===== config.mk =====
export PLATFORM = sky130hd
export DESIGN_NAME = ctu_sync_pulse_gen_flat
export DESIGN_NICKNAME = d
export VERILOG_FILES = /design/src/rtl/ctu_sync_pulse_gen_if.sv /design/src/rtl/ctu_sync_pulse_gen.sv /design/src/flat_wrapper.sv
export SDC_FILE = /design/constraint.sdc
export NUM_CORES = 1
export LEC_CHECK = 0
export ABC_AREA = 1
export BUFFER_PORTS_ARGS = -buffer_cell sky130_fd_sc_hd__buf_2
export CORE_ASPECT_RATIO = 1.1
export CORE_UTILIZATION = 35
export CTS_BUF_LIST = sky130_fd_sc_hd__clkbuf_4 sky130_fd_sc_hd__clkbuf_8 sky130_fd_sc_hd__clkbuf_16
export CTS_CLUSTER_SIZE = 8
export DETAILED_ROUTE_END_ITERATION = 10
export PLACE_DENSITY_LB_ADDON = 0.15
export RECOVER_POWER = 100
export SLEW_MARGIN = 15
export SYNTH_ARGS = -nofsm -noshare
export SYNTH_HDL_FRONTEND = slang
export SYNTH_SLANG_ARGS = --single-unit

===== constraint.sdc =====
create_clock -name cmp_gclk -period 2.6 [get_ports cmp_gclk]
set_input_delay 0.52 -clock cmp_gclk [delete_from_list [all_inputs] [get_ports cmp_gclk]]
set_output_delay 0.52 -clock cmp_gclk [all_outputs]
set_load 0.005 [all_outputs]

===== src/rtl/ctu_sync_pulse_gen_if.sv =====
// ---------------------------------------------------------------------------
// ctu_sync_pulse_gen_if
//
// Purpose:
//   Groups the control inputs and the strobe outputs of ctu_sync_pulse_gen.
//   The clock and reset stay plain ports on the generator.
//
// Signals:
//   sync_en              run enable (master -> slave)
//   jbus_ratio           CMP cycles per JBUS cycle (master -> slave)
//   dram_ratio           CMP cycles per DRAM cycle (master -> slave)
//   jbus_rx_sync_global  JBUS capture strobe (slave -> master)
//   jbus_tx_sync_global  JBUS launch strobe (slave -> master)
//   dram_rx_sync_global  DRAM capture strobe (slave -> master)
//   dram_tx_sync_global  DRAM launch strobe (slave -> master)
//   ratio_err            sticky illegal-ratio flag (slave -> master)
//
// Modports:
//   master  clock-control side that programs ratios and consumes strobes
//   slave   the pulse generator itself
// ---------------------------------------------------------------------------
interface ctu_sync_pulse_gen_if #(
  parameter int RATIO_W = 5
) ();

  logic               sync_en;
  logic [RATIO_W-1:0] jbus_ratio;
  logic [RATIO_W-1:0] dram_ratio;
  logic               jbus_rx_sync_global;
  logic               jbus_tx_sync_global;
  logic               dram_rx_sync_global;
  logic               dram_tx_sync_global;
  logic               ratio_err;

  modport master (
    output sync_en,
    output jbus_ratio,
    output dram_ratio,
    input  jbus_rx_sync_global,
    input  jbus_tx_sync_global,
    input  dram_rx_sync_global,
    input  dram_tx_sync_global,
    input  ratio_err
  );

  modport slave (
    input  sync_en,
    input  jbus_ratio,
    input  dram_ratio,
    output jbus_rx_sync_global,
    output jbus_tx_sync_global,
    output dram_rx_sync_global,
    output dram_tx_sync_global,
    output ratio_err
  );

endinterface


===== src/rtl/ctu_sync_pulse_gen.sv =====
// ---------------------------------------------------------------------------
// ctu_sync_pulse_gen
//
// Purpose:
//   Produces the four global sync strobes in the CMP clock domain. Two
//   identical, independent phase counters (JBUS, DRAM) each run over a
//   programmable number of CMP cycles per slow-clock period and fire a
//   one-cycle rx strobe at phase RX_OFFSET and a one-cycle tx strobe at the
//   last phase of the period.
//
// Parameters:
//   RATIO_W    width of ratio inputs and phase counters (legal ratio 2..2^W-1)
//   RX_OFFSET  phase of the rx strobe, 0 or 1
//
// Ports:
//   cmp_gclk    CMP clock, the only clock
//   cmp_grst_l  asynchronous active-low reset
//   bus         ctu_sync_pulse_gen_if.slave: sync_en, jbus_ratio, dram_ratio
//               in; four sync strobes and ratio_err out
//
// Build option:
//   CTU_SYNC_RATIO_CHECK_EN  when defined, ratio_err becomes a sticky flag
//               that sets whenever a ratio register loads from an input of
//               0 or 1. When undefined, ratio_err is tied low and no check
//               logic exists. Clamping of 0/1 to 2 happens in both builds.
// ---------------------------------------------------------------------------
module ctu_sync_pulse_gen #(
  parameter int RATIO_W   = 5,
  parameter int RX_OFFSET = 1
) (
  input  logic                 cmp_gclk,
  input  logic                 cmp_grst_l,
  ctu_sync_pulse_gen_if.slave  bus
);

  localparam int NUM_DOM = 2;  // 0 = JBUS, 1 = DRAM

  localparam logic [RATIO_W-1:0] RATIO_MIN = RATIO_W'(2);
  localparam logic [RATIO_W-1:0] RATIO_ONE = RATIO_W'(1);
  localparam logic [RATIO_W-1:0] RX_PHASE  = RATIO_W'(RX_OFFSET);

  typedef enum logic {
    ST_IDLE = 1'b0,
    ST_RUN  = 1'b1
  } state_e;

  // -------------------------------------------------------------------------
  // Per-domain phase counter and strobe generation
  // -------------------------------------------------------------------------
  for (genvar gi = 0; gi < NUM_DOM; gi++) begin : g_dom

    logic [RATIO_W-1:0] ratio_in;
    logic [RATIO_W-1:0] ratio_clamped;
    logic               ratio_illegal;

    state_e             state_q, state_d;
    logic [RATIO_W-1:0] phase_q, phase_d;
    logic [RATIO_W-1:0] ratio_q, ratio_d;
    logic               rx_q, rx_d;
    logic               tx_q, tx_d;
    logic               load_ratio;   // active-ratio register reloads at this edge
    logic               bad_load;     // ...and the value being loaded was 0 or 1

    assign ratio_in      = (gi == 0) ? bus.jbus_ratio : bus.dram_ratio;
    assign ratio_illegal = (ratio_in < RATIO_MIN);
    assign ratio_clamped = ratio_illegal ? RATIO_MIN : ratio_in;
    assign bad_load      = load_ratio & ratio_illegal;

    always_ff @(posedge cmp_gclk or negedge cmp_grst_l) begin
      if (!cmp_grst_l) begin
        state_q <= ST_IDLE;
        phase_q <= '0;
        ratio_q <= RATIO_MIN;
        rx_q    <= 1'b0;
        tx_q    <= 1'b0;
      end else begin
        state_q <= state_d;
        phase_q <= phase_d;
        ratio_q <= ratio_d;
        rx_q    <= rx_d;
        tx_q    <= tx_d;
      end
    end

    // The strobes are registered versions of a decode of the *next* phase
    // and ratio, so they are high exactly during the cycle in which the
    // counter holds the matching phase while still coming straight from
    // flops.
    always_comb begin
      state_d    = state_q;
      phase_d    = phase_q;
      ratio_d    = ratio_q;
      load_ratio = 1'b0;
      rx_d       = 1'b0;
      tx_d       = 1'b0;

      if (!bus.sync_en) begin
        // Idle: hold phase 0 and keep tracking the ratio input so the first
        // period after enable already uses the programmed value.
        state_d    = ST_IDLE;
        phase_d    = '0;
        load_ratio = 1'b1;
      end else if (state_q == ST_IDLE) begin
        // Enable edge (E0): cycle 0 of the first period.
        state_d    = ST_RUN;
        phase_d    = '0;
        load_ratio = 1'b1;
      end else if (phase_q == ratio_q - RATIO_ONE) begin
        // Wrap edge: the only place a running domain picks up a new ratio,
        // so a period is never shortened or stretched by a mid-period write.
        phase_d    = '0;
        load_ratio = 1'b1;
      end else begin
        phase_d    = phase_q + RATIO_ONE;
      end

      if (load_ratio) begin
        ratio_d = ratio_clamped;
      end

      if (state_d == ST_RUN) begin
        rx_d = (phase_d == RX_PHASE);
        tx_d = (phase_d == ratio_d - RATIO_ONE);
      end
    end

  end : g_dom

  assign bus.jbus_rx_sync_global = g_dom[0].rx_q;
  assign bus.jbus_tx_sync_global = g_dom[0].tx_q;
  assign bus.dram_rx_sync_global = g_dom[1].rx_q;
  assign bus.dram_tx_sync_global = g_dom[1].tx_q;

  // -------------------------------------------------------------------------
  // Illegal-ratio flag
  // -------------------------------------------------------------------------
`ifdef CTU_SYNC_RATIO_CHECK_EN
  logic ratio_err_q, ratio_err_d;

  // Sticky until reset; sync_en has no influence on it.
  assign ratio_err_d = ratio_err_q | g_dom[0].bad_load | g_dom[1].bad_load;

  always_ff @(posedge cmp_gclk or negedge cmp_grst_l) begin
    if (!cmp_grst_l) begin
      ratio_err_q <= 1'b0;
    end else begin
      ratio_err_q <= ratio_err_d;
    end
  end

  assign bus.ratio_err = ratio_err_q;
`else
  assign bus.ratio_err = 1'b0;
`endif

endmodule


===== src/flat_wrapper.sv =====
// flat-port wrapper written by rule: the top's interface ports become plain ports
module ctu_sync_pulse_gen_flat 
#(
  parameter int RATIO_W   = 5,
  parameter int RX_OFFSET = 1
)
  (cmp_gclk, cmp_grst_l, bus_sync_en, bus_jbus_ratio, bus_dram_ratio, bus_jbus_rx_sync_global, bus_jbus_tx_sync_global, bus_dram_rx_sync_global, bus_dram_tx_sync_global, bus_ratio_err);
  ctu_sync_pulse_gen_if #(.RATIO_W(RATIO_W)) bus_i ();
  input  logic cmp_gclk;
  input  logic cmp_grst_l;
  input wire logic [$bits(bus_i.sync_en)-1:0] bus_sync_en;
  input wire logic [$bits(bus_i.jbus_ratio)-1:0] bus_jbus_ratio;
  input wire logic [$bits(bus_i.dram_ratio)-1:0] bus_dram_ratio;
  output wire logic [$bits(bus_i.jbus_rx_sync_global)-1:0] bus_jbus_rx_sync_global;
  output wire logic [$bits(bus_i.jbus_tx_sync_global)-1:0] bus_jbus_tx_sync_global;
  output wire logic [$bits(bus_i.dram_rx_sync_global)-1:0] bus_dram_rx_sync_global;
  output wire logic [$bits(bus_i.dram_tx_sync_global)-1:0] bus_dram_tx_sync_global;
  output wire logic [$bits(bus_i.ratio_err)-1:0] bus_ratio_err;
  assign bus_i.sync_en = bus_sync_en;
  assign bus_i.jbus_ratio = bus_jbus_ratio;
  assign bus_i.dram_ratio = bus_dram_ratio;
  assign bus_jbus_rx_sync_global = bus_i.jbus_rx_sync_global;
  assign bus_jbus_tx_sync_global = bus_i.jbus_tx_sync_global;
  assign bus_dram_rx_sync_global = bus_i.dram_rx_sync_global;
  assign bus_dram_tx_sync_global = bus_i.dram_tx_sync_global;
  assign bus_ratio_err = bus_i.ratio_err;
  ctu_sync_pulse_gen #(.RATIO_W(RATIO_W), .RX_OFFSET(RX_OFFSET)) u_core (.cmp_gclk(cmp_gclk), .cmp_grst_l(cmp_grst_l), .bus(bus_i));
endmodule

==> impl_metrics.json, run 1 <==
{
  "status": "completed",
  "crit_family": "simple AND/OR/NAND/NOR gates",
  "diodes": 0,
  "slowest_delay_ns": 0.53,
  "ctsHoldBuffers": 0,
  "core_um2": 5000,
  "grt.overflow.total": 0,
  "rows": 27,
  "p_per_area_nw_per_um2": 439.0,
  "clock_skew_ns": 0.002631,
  "start_kind": "register",
  "hp-class": "input port to register",
  "power.leakage_nw": 1.110,
  "grt_first_pass_wirelength_um": 7231,
  "clk_pin_slew_ns": 0.09,
  "synth-seq-cells": 25,
  "root_buffer": "clkbuf_8",
  "worstPathMaxFanout": 5,
  "fp.dieW_um": 70.65,
  "relSlewSlack_pct": 9.788,
  "clock_latency_ns": 0.27,
  "cts_tree": "yes",
  "area_growth_pct": 18.90,
  "final_layout_size_suffix_gt1_share_pct": 23.78,
  "max_freq_mhz": 402.3,
  "viasPerCell": 4.738,
  "gp_congestion": 0.8315,
  "critPathCaptureType": "register",
  "dieArea_um2": 5476,
  "final_common_cell": "nand2_1",
  "critPathBufInv": 4,
  "start_util_pct": 36.29,
  "synth_nets": 269,
  "clock_sinks": 25,
  "io_pins": 18,
  "finalPower_mw": 0.9470,
  "worst_pin_slew_ns": 1.353,
  "netlist_area_um2": 1814,
  "dpl.hpwl_um": 3403,
  "worstSetupPathType": "register to register",
  "finalInstanceArea_um2": 2157,
  "cts_buffer_depth": 2,
  "dr.first_iter.drc_count": 48,
  "synth_warnings": 0,
  "mostFrequentLayoutCells": "nand2_1, nand3_1, inv_1",
  "grt_pass1_vias": 1632,
  "setup_viol": 0,
  "layout_min_cycle_time_ns": 2.486,
  "path_common_cell": "nand2_1",
  "max-vdd-ir-drop_uv": 161.8,
  "cp.arrival_ns": 2.69,
  "vias": 1630,
  "fin_crit_sh_pct": 95.61,
  "drc": 0,
  "synthCells": 250,
  "syn_area_per_cell_um2": 7.257,
  "yosysSeqAreaShare_pct": 34.62,
  "ant_nets": 0,
  "die_y_um": 77.51,
  "antenna_found_initial": 0,
  "wirelength_um": 4218,
  "finalMaxSlewViolations": 0,
  "rsz0062_at_grt": "true",
  "ys_types": 30,
  "nets": 306,
  "io_buffer_count": 16,
  "cts_max_level": 1,
  "maxCapViolations": 0,
  "cts_buffers": 3,
  "grt_usage_pct": 16.93,
  "path_cells": "inv_1 -> ha_4 -> xor2_1 -> nand2_1 -> nor2_2 -> nand3_4 -> nand2_4 -> buf_4 -> buf_4 -> buf_4 -> nand2_1 -> nand2_2 -> nand3_1 -> nand2_1 -> nand2_1 -> nand2_1 -> nand3_1 -> nor2_1",
  "finalHoldViolCount": 0,
  "grt_max_degree": 26,
  "slowest_stage": "dfstp_2",
  "wl_per_cell_um": 12.26,
  "first_pass_iters": 4,
  "required_ns": 2.81,
  "dpl_cell_area_um2": 2041
}
area by class of cell:
type                    instances  area, µm²
clock inverters                 1      5.005
fillers                       531       2843
repair buffers                 35      207.7
well taps                      58      72.57
clock buffers                   3      41.29
flip-flops and latches         25      628.1
inverters                      43      161.4
multi-input cells             179       1041
worst paths after layout:
kind	start	end	slack, ns	cells after the start
worst min-delay path	bus_sync_en	u_core.g_dom[1].state_q	0.45	1
worst min register to register	u_core.g_dom[1].ratio_q[4]	u_core.g_dom[1].ratio_q[4]	0.53	2
min in group asynchronous	cmp_grst_l	u_core.bus.jbus_tx_sync_global	0.54	1
max in group asynchronous	cmp_grst_l	u_core.g_dom[1].ratio_q[3]	1.27	1
worst max register to register	u_core.g_dom[1].ratio_q[1]	u_core.bus.dram_tx_sync_global	0.11	18
worst max-delay path	u_core.g_dom[1].ratio_q[1]	u_core.bus.dram_tx_sync_global	0.11	18
where the power goes:
group	switching [mW]	internal, mW	leakage (nW)
clock network	0.125	0.107	0.0255
registers	0.0186	0.412	0.318
logic	0.166	0.118	0.766
total	0.310	0.637	1.11
routing by layer:
layer / up-vias / routed length (µm) / GRT usage (%)
met2: 19 / 2277 / 32.72
met4: 0 / 130 / 7.200
li1: 861 / - / -
met3: 10 / 65 / 1.948
met1: 740 / 1743 / 18.41
met5: - / 0 / 0
flip-flops by register name, summed over array words and instances, names as in the netlist:
register                        cells
u_core.g_dom.phase_q               10
u_core.g_dom.ratio_q               10
u_core.bus.dram_rx_sync_global      1
u_core.bus.dram_tx_sync_global      1
u_core.bus.jbus_rx_sync_global      1
u_core.bus.jbus_tx_sync_global      1
u_core.g_dom.state_q                1
timing repair:
action / 4_1_cts / 5_1_grt
endpoints found under the setup margin: 1 / 2
resized for setup: 1 / 11
gates cloned: 0 / 0
pin swaps: 2 / 5
buffers inserted: 3 / 2
cells in the mapped netlist, drive strengths merged:
cell / count / area [µm²]
and2: 1 / 6.260
inv: 40 / 150.1
xnor2: 6 / 52.55
nor2: 24 / 107.6
dfstp: 2 / 52.55
dfrtp: 23 / 575.6
buf: 2 / 27.53
a21boi: 2 / 15.01
nand2: 70 / 307.8
or2: 1 / 6.260
nand3: 42 / 227.7
ha: 6 / 75.07
nand4: 5 / 31.28
nor4: 2 / 12.51
o21ai: 4 / 35.04
xor2: 8 / 70.07
clkinv: 3 / 11.26
nand3b: 3 / 22.52
a21oi: 4 / 20.02
conb: 1 / 3.750
clkbuf: 1 / 3.750
per-stage QoR:
step / utilization (%) / TNS, ns / hold WS, ns / std cells / worst slack, ns
6_report: 43.14 / 0 / 0.4457 / 344 / 0.1142
5_1_grt: 43.14 / -0.07030 / 0.4348 / 344 / -0.04376
4_1_cts: 42.24 / 0 / 0.2649 / 342 / 0.002437
3_5_place_dp: 40.82 / -0.07427 / 0.5093 / 335 / -0.07427
3_3_place_gp: 40.82 / -0.03720 / 0.5210 / 335 / -0.03720
2_1_floorplan: - / 0 / 0.2244 / 250 / 0.1020
cells by family (layout without fill, tap and decap cells):
kind of cell | count (synthesis) | after routing | synth area share [%]
AO/OA/AOI/OAI | 10 | 10 | 3.862
other | 1 | 1 | 0.2067
XOR/XNOR | 14 | 14 | 6.759
AND/OR/NAND/NOR | 148 | 148 | 39.79
adder cells (fa/ha/maj) | 6 | 6 | 4.138
flip-flops | 25 | 25 | 34.62
buffers and inverters | 46 | 82 | 10.62
No activity file was read; power rests on OpenSTA's default activity.
==> inputs of run 2 (changes only) <==
ABC_AREA = default   (was 1)
==> run 2 against run 1 <==
  * The flow now finishes with violations (setup timing)
  * Combinational power is 9.2% higher
  * Register-to-register slack worse by 0.42 ns
  * Largest power group unchanged
  * Non-clock buffer count is 7 higher
  * Hold slack improved by 0.059 ns
  * Sequential share of layout area rose by 1.1 points
  * Highest routed layer unchanged
  * First-iteration DRC count decreased by 29%
  * Clock skew about the same
  * Global-route usage is essentially flat
  * Setup slack got worse by 0.42 ns
  * Largest cell class unchanged
  * Critical path type unchanged
  * Utilization is 4.0 points higher
==> impl_metrics.json, run 2 <==
{
  "start_util_pct": 37.22,
  "hold_ws_ns": 0.5044,
  "fin_tns_setup_ns": -0.5313,
  "worstPathMaxFanout": 4,
  "core_um2": 4410,
  "crit_start": "u_core.g_dom[0].ratio_q[1]",
  "setup_viol": 2,
  "synth_warnings": 0,
  "relSlewSlack_pct": 4.897,
  "finalPower_mw": 0.9847,
  "netlist_top_cells_area": "dfrtp_1, xnor2_1, xor2_1",
  "r2r_start": "u_core.g_dom[0].ratio_q[1]",
  "final_layout_size_suffix_gt1_share_pct": 37.25,
  "antenna_found_initial": 0,
  "final_common_cell": "buf_4",
  "dr.first_iter.drc_count": 34,
  "clk_pin_slew_ns": 0.09,
  "first_pass_iters": 4,
  "diodes": 0,
  "fin_ws_ns": -0.3092,
  "ant_nets": 0,
  "root_buffer": "clkbuf_8",
  "p_int_mw": 0.6862,
  "ys_async_sr_fraction_pct": 100.0,
  "grt.overflow.total": 0,
  "viasPerCell": 5.019,
  "r2r_setup_slack_ns": -0.31,
  "comb_power_share_pct": 31.5,
  "synth_ff_type": "dfrtp_1",
  "yosysTopAreaCell": "dfrtp_1",
  "ys_types": 43,
  "dieArea_um2": 4969,
  "vias": 1295,
  "synth_edf_count": 0,
  "finalInstanceArea_um2": 2079,
  "clock_latency_ns": 0.27,
  "ctsHoldBuffers": 0,
  "layout_min_cycle_time_ns": 2.909,
  "grt_pass1_vias": 1333,
  "required_ns": 2.81,
  "critPathCaptureType": "register",
  "fin_crit_sh_pct": 111.9,
  "dpl_cell_area_um2": 1919,
  "netlist_area_um2": 1642,
  "mostFrequentLayoutCells": "buf_4, dfrtp_1, nor2_1",
  "power.leakage_nw": 0.9383,
  "max-vdd-ir-drop_uv": 199.6,
  "pwr-share-seq_pct": 44.7,
  "power_switching_mw": 0.2985,
  "syn_area_per_cell_um2": 9.949,
  "fp.dieW_um": 67.30,
  "cts_buffer_depth": 2,
  "violations": "setup timing",
  "cp.arrival_ns": 3.12,
  "synthCells": 165,
  "rows": 25,
  "synth-seq-cells": 25,
  "io_pins": 18,
  "p_clk_share_pct": 23.8,
  "cts_buffers": 3,
  "nets": 224,
  "gp_congestion": 0.7490,
  "hp-class": "input port to register",
  "grt_usage_pct": 16.91,
  "finalMaxSlewViolations": 0,
  "yosysMostFrequentCell": "dfrtp_1",
  "die_y_um": 73.83,
  "dpl.hpwl_um": 2810,
  "worstHoldStart": "bus_jbus_ratio[3]",
  "grt_first_pass_wirelength_um": 6189,
  "max_freq_mhz": 343.7,
  "synth_nets": 184,
  "finalHoldViolCount": 0,
  "wl_per_cell_um": 14.36,
  "worst_pin_slew_ns": 1.427,
  "cts_max_level": 1,
  "p_per_area_nw_per_um2": 473.5,
  "grt_max_degree": 26,
  "ys_top_cells_by_count": "dfrtp_1, nor2_1, xnor2_1, xor2_1, nand3_1",
  "status": "finished, violations left",
  "area_growth_pct": 26.68,
  "start_kind": "register",
  "worstSetupPathType": "register to register",
  "drc": 0,
  "sw_frac_of_total_pct": 30.31,
  "cts_tree": "yes",
  "clock_skew_ns": 0.003076,
  "yosysSeqAreaShare_pct": 38.26,
  "rsz0062_at_grt": "true",
  "maxCapViolations": 0,
  "io_buffer_count": 16,
  "clock_sinks": 25,
  "reg.largest.list": "u_core.g_dom.phase_q x10, u_core.g_dom.ratio_q x10",
  "yosys.area.top_type_share_pct": 35.06,
  "wirelength_um": 3705
}
==> run 2: changes by cell type in the layout (fill, tap and decap cells not counted), moves of 6 or more <==
cell     delta
nand2_1    -51
nand3_1    -30
inv_1      -28
buf_4       +8
nand2_2     -8
mux2_2      +7
inv_2       -6
==> run 2: through the flow <==
stage / setup slack, ns / cells / utilization [%]
floorplan: -0.2452 / 165 / -
global placement: -0.3348 / 250 / 43.52
detailed placement: -0.3133 / 250 / 43.52
CTS: -0.3366 / 257 / 45.79
global route: -0.4779 / 258 / 47.15
finish: -0.3092 / 258 / 47.15
==> run 2: area by class of cell <==
cell class,count,area [µm²]
clock buffers,3,41.29
clock inverters,1,5.005
fillers,411,2331
inverters,7,26.28
multi-input cells,126,1040
flip-flops and latches,25,628.1
well taps,54,67.56
repair buffers,42,271.5
==> run 2: repair_timing <==
item / in CTS / in global routing
setup buffers: 3 / 1
resized for setup: 8 / 12
endpoints found under the setup margin: 2 / 2
gates cloned: 0 / 0
pin swaps: 11 / 11
==> run 2: kinds of logic (layout without fill, tap and decap cells) <==
group           after synthesis  in the layout  synth area share, %
mux                          11             11                7.546
simple gates                 58             58                18.45
buf+inv                      14             53                4.801
other cells                   1              1               0.2284
fa+ha+maj                     6              6                4.573
flops                        25             25                38.26
compound gates               22             22                10.29
xor+xnor                     28             28                15.85
==> run 2: worst paths after layout <==
| kind | to | cells after the start |
|---|---|---|
| max in group asynchronous | u_core.bus.dram_tx_sync_global | 1 |
| max reg2reg | u_core.bus.jbus_tx_sync_global | 12 |
| min | u_core.g_dom[0].ratio_q[3] | 2 |
| min reg2reg | u_core.g_dom[1].phase_q[0] | 1 |
| max | u_core.bus.jbus_tx_sync_global | 12 |
| min in group asynchronous | u_core.bus.dram_rx_sync_global | 1 |
==> run 2: critical path, stage by stage (launching register included) <==
cell and delay [ns]:
dfstp_2 0.56, inv_2 0.04, ha_4 0.26, xor2_1 0.15, nand3_1 0.14, o311ai_4 0.36, mux2i_1 0.27, ha_2 0.32
xnor2_2 0.14, nor3_2 0.14, a21oi_1 0.06, nor4b_1 0.24, a32o_1 0.17
==> run 2: per-layer routing <==
layer / wire [µm] / GRT usage [%]
met1: 1600 / 20.04
met2: 1995 / 30.11
met3: 67 / 2.329
met4: 42 / 6.856
met5: 0 / 0
==> run 2: power groups by stage <==
stage | registers, mW | logic [mW] | clock network [mW]
final | 0.440 | 0.310 | 0.235
after global routing | 0.444 | 0.340 | 0.261
after detailed placement | 0.447 | 0.271 | 0
after CTS | 0.440 | 0.291 | 0.250
after floorplan | 0.442 | 0.178 | 0
after global placement | 0.446 | 0.265 | 0
==> inputs of run 3 (changes only) <==
clock period = 3.47 ns   (was 2.6 ns; I/O delays follow)
==> run 3 against run 2 <==
  * The flow now finishes without violations
  * Critical path depth unchanged
  * Clock skew increased by 0.0020 ns
  * Maximum frequency decreased by 9.8%
  * Critical path type unchanged
==> impl_metrics.json, run 3 (synthesis gave the netlist of run 2 again) <==
{
  "pwr-share-seq_pct": 49.5,
  "cp.arrival_ns": 3.43,
  "p_per_area_nw_per_um2": 377.5,
  "max_freq_mhz": 310.0,
  "final-seq-area_um2": 628.1,
  "die_y_um": 73.83,
  "clock_sinks": 25,
  "final_common_cell": "dfrtp_1",
  "grt_usage_pct": 14.65,
  "power_switching_mw": 0.2044,
  "final_layout_size_suffix_gt1_share_pct": 16.67,
  "ant_nets": 0,
  "worstPathMaxFanout": 8,
  "finalMaxSlewViolations": 0,
  "vias": 1186,
  "clk_pin_slew_ns": 0.09,
  "finalHoldViolCount": 0,
  "cts_max_level": 1,
  "setup_viol": 0,
  "viasPerCell": 5.068,
  "clock_skew_ns": 0.005074,
  "min_path_cells": 1,
  "r2r_start": "u_core.g_dom[0].ratio_q[1]",
  "cts_setup_buffers": 0,
  "grt.overflow.total": 0,
  "clock_latency_ns": 0.27,
  "start_util_pct": 37.22,
  "worst_pin_slew_ns": 1.358,
  "cts_buffers": 3,
  "cts_tree": "yes",
  "drc": 0,
  "worstSetupPathType": "register to register",
  "io_pins": 18,
  "power.leakage_nw": 0.7811,
  "gp_congestion": 0.7795,
  "hold_ws_ns": 0.5339,
  "grt_max_degree": 26,
  "rows": 25,
  "ctsHoldBuffers": 0,
  "r2r_setup_slack_ns": 0.24,
  "cts_buffer_depth": 2,
  "antenna_found_initial": 0,
  "comb_power_share_pct": 24.1,
  "layout_min_cycle_time_ns": 3.226,
  "area_growth_pct": 8.308,
  "reg2reg_depth": 12,
  "wirelength_um": 3270,
  "sw_frac_of_total_pct": 30.44,
  "rsz0062_at_grt": "false",
  "nets": 200,
  "cts_resized": 0,
  "required_ns": 3.68,
  "dpl.hpwl_um": 2537,
  "max-vdd-ir-drop_uv": 178.5,
  "diodes": 0,
  "start_kind": "register",
  "critPathCaptureType": "register",
  "dpl_cell_area_um2": 1752,
  "dieArea_um2": 4969,
  "core_um2": 4410,
  "multi_input_area_um2": 928.4,
  "finalInstanceArea_um2": 1778,
  "status": "completed",
  "root_buffer": "clkbuf_8",
  "p_clk_share_pct": 26.4,
  "worstHoldStart": "u_core.g_dom[0].ratio_q[4]",
  "grt_first_pass_wirelength_um": 5409,
  "fp.dieW_um": 67.30,
  "first_pass_iters": 6,
  "reg2reg_to": "u_core.bus.jbus_tx_sync_global",
  "maxCapViolations": 0,
  "wl_per_cell_um": 13.97,
  "hp-class": "register to register",
  "fillers": 457,
  "fin_tns_setup_ns": 0,
  "p_int_mw": 0.4669,
  "fin_crit_sh_pct": 92.96,
  "hold_path_end": "u_core.g_dom[0].ratio_q[4]",
  "dr.first_iter.drc_count": 49,
  "io_buffer_count": 16,
  "mostFrequentLayoutCells": "dfrtp_1, nor2_1, xor2_1, xnor2_1, buf_2",
  "relSlewSlack_pct": 9.482,
  "reg.largest.list": "u_core.g_dom.phase_q x10, u_core.g_dom.ratio_q x10",
  "grt_pass1_vias": 1167,
  "utilization_pct": 40.31
}
[run 3: cell count changes in the layout (fill, tap and decap cells not counted), moves of 3 or more]
cell,before,now
ha_1,2,6
xnor2_1,10,13
buf_4,24,0
xnor2_2,5,2
clkbuf_1,4,7
[run 3: metrics by stage]
step	power (mW)	setup WS [ns]	cells
4_1_cts	0.6890	0.2914	234
2_1_floorplan	0.4601	0.5700	165
6_report	0.6713	0.2443	234
3_5_place_dp	0.5042	0.3221	230
5_1_grt	0.7147	0.01699	234
3_3_place_gp	0.4992	0.4847	230
[run 3: critical path, stage by stage, from the launching register on]
cell and delay, ns:
dfstp_2 0.58, inv_1 0.05, ha_1 0.28, xor2_1 0.15, nand3_1 0.13, o311ai_4 0.53, mux2i_1 0.26, ha_1 0.28
xnor2_1 0.14, nor3_1 0.19, a21oi_1 0.08, nor4b_1 0.30, a32o_1 0.18
[run 3: layer usage]
layer  global-route usage [%]  routed length, µm
met1                    16.38               1395
met2                    26.78               1765
met3                    2.795                 69
met4                    5.674                 40
met5                        0                  0
[run 3: how the worst max path moves through the flow]
| stage | to | from | slack (ns) |
|---|---|---|---|
| global route | u_core.bus.jbus_tx_sync_global | u_core.g_dom[0].ratio_q[1] | 0.02 |
| finish | u_core.bus.jbus_tx_sync_global | u_core.g_dom[0].ratio_q[1] | 0.24 |
| detailed placement | u_core.bus.jbus_tx_sync_global | u_core.g_dom[0].ratio_q[1] | 0.32 |
| floorplan | u_core.bus.dram_tx_sync_global | u_core.g_dom[1].ratio_q[1] | 0.57 |
| global placement | u_core.bus.jbus_tx_sync_global | u_core.g_dom[0].ratio_q[1] | 0.48 |
| CTS | u_core.bus.jbus_tx_sync_global | u_core.g_dom[0].ratio_q[1] | 0.29 |
[run 3: final cells by class]
type / instances / share of cell area, %
clock buffer: 3 / 2.322
sequential: 25 / 35.33
clock inverter: 1 / 0.2815
multi-input combinational: 126 / 52.22
timing repair buffer: 18 / 4.574
inverter: 7 / 1.478
tap: 54 / 3.800
[run 3: power by group through the flow]
stage,combinational [mW],sequential [mW],clock [mW]
floorplan,0.129,0.331,0
global placement,0.162,0.337,0
detailed placement,0.166,0.338,0
CTS,0.167,0.332,0.190
global route,0.182,0.335,0.198
finish,0.162,0.332,0.177
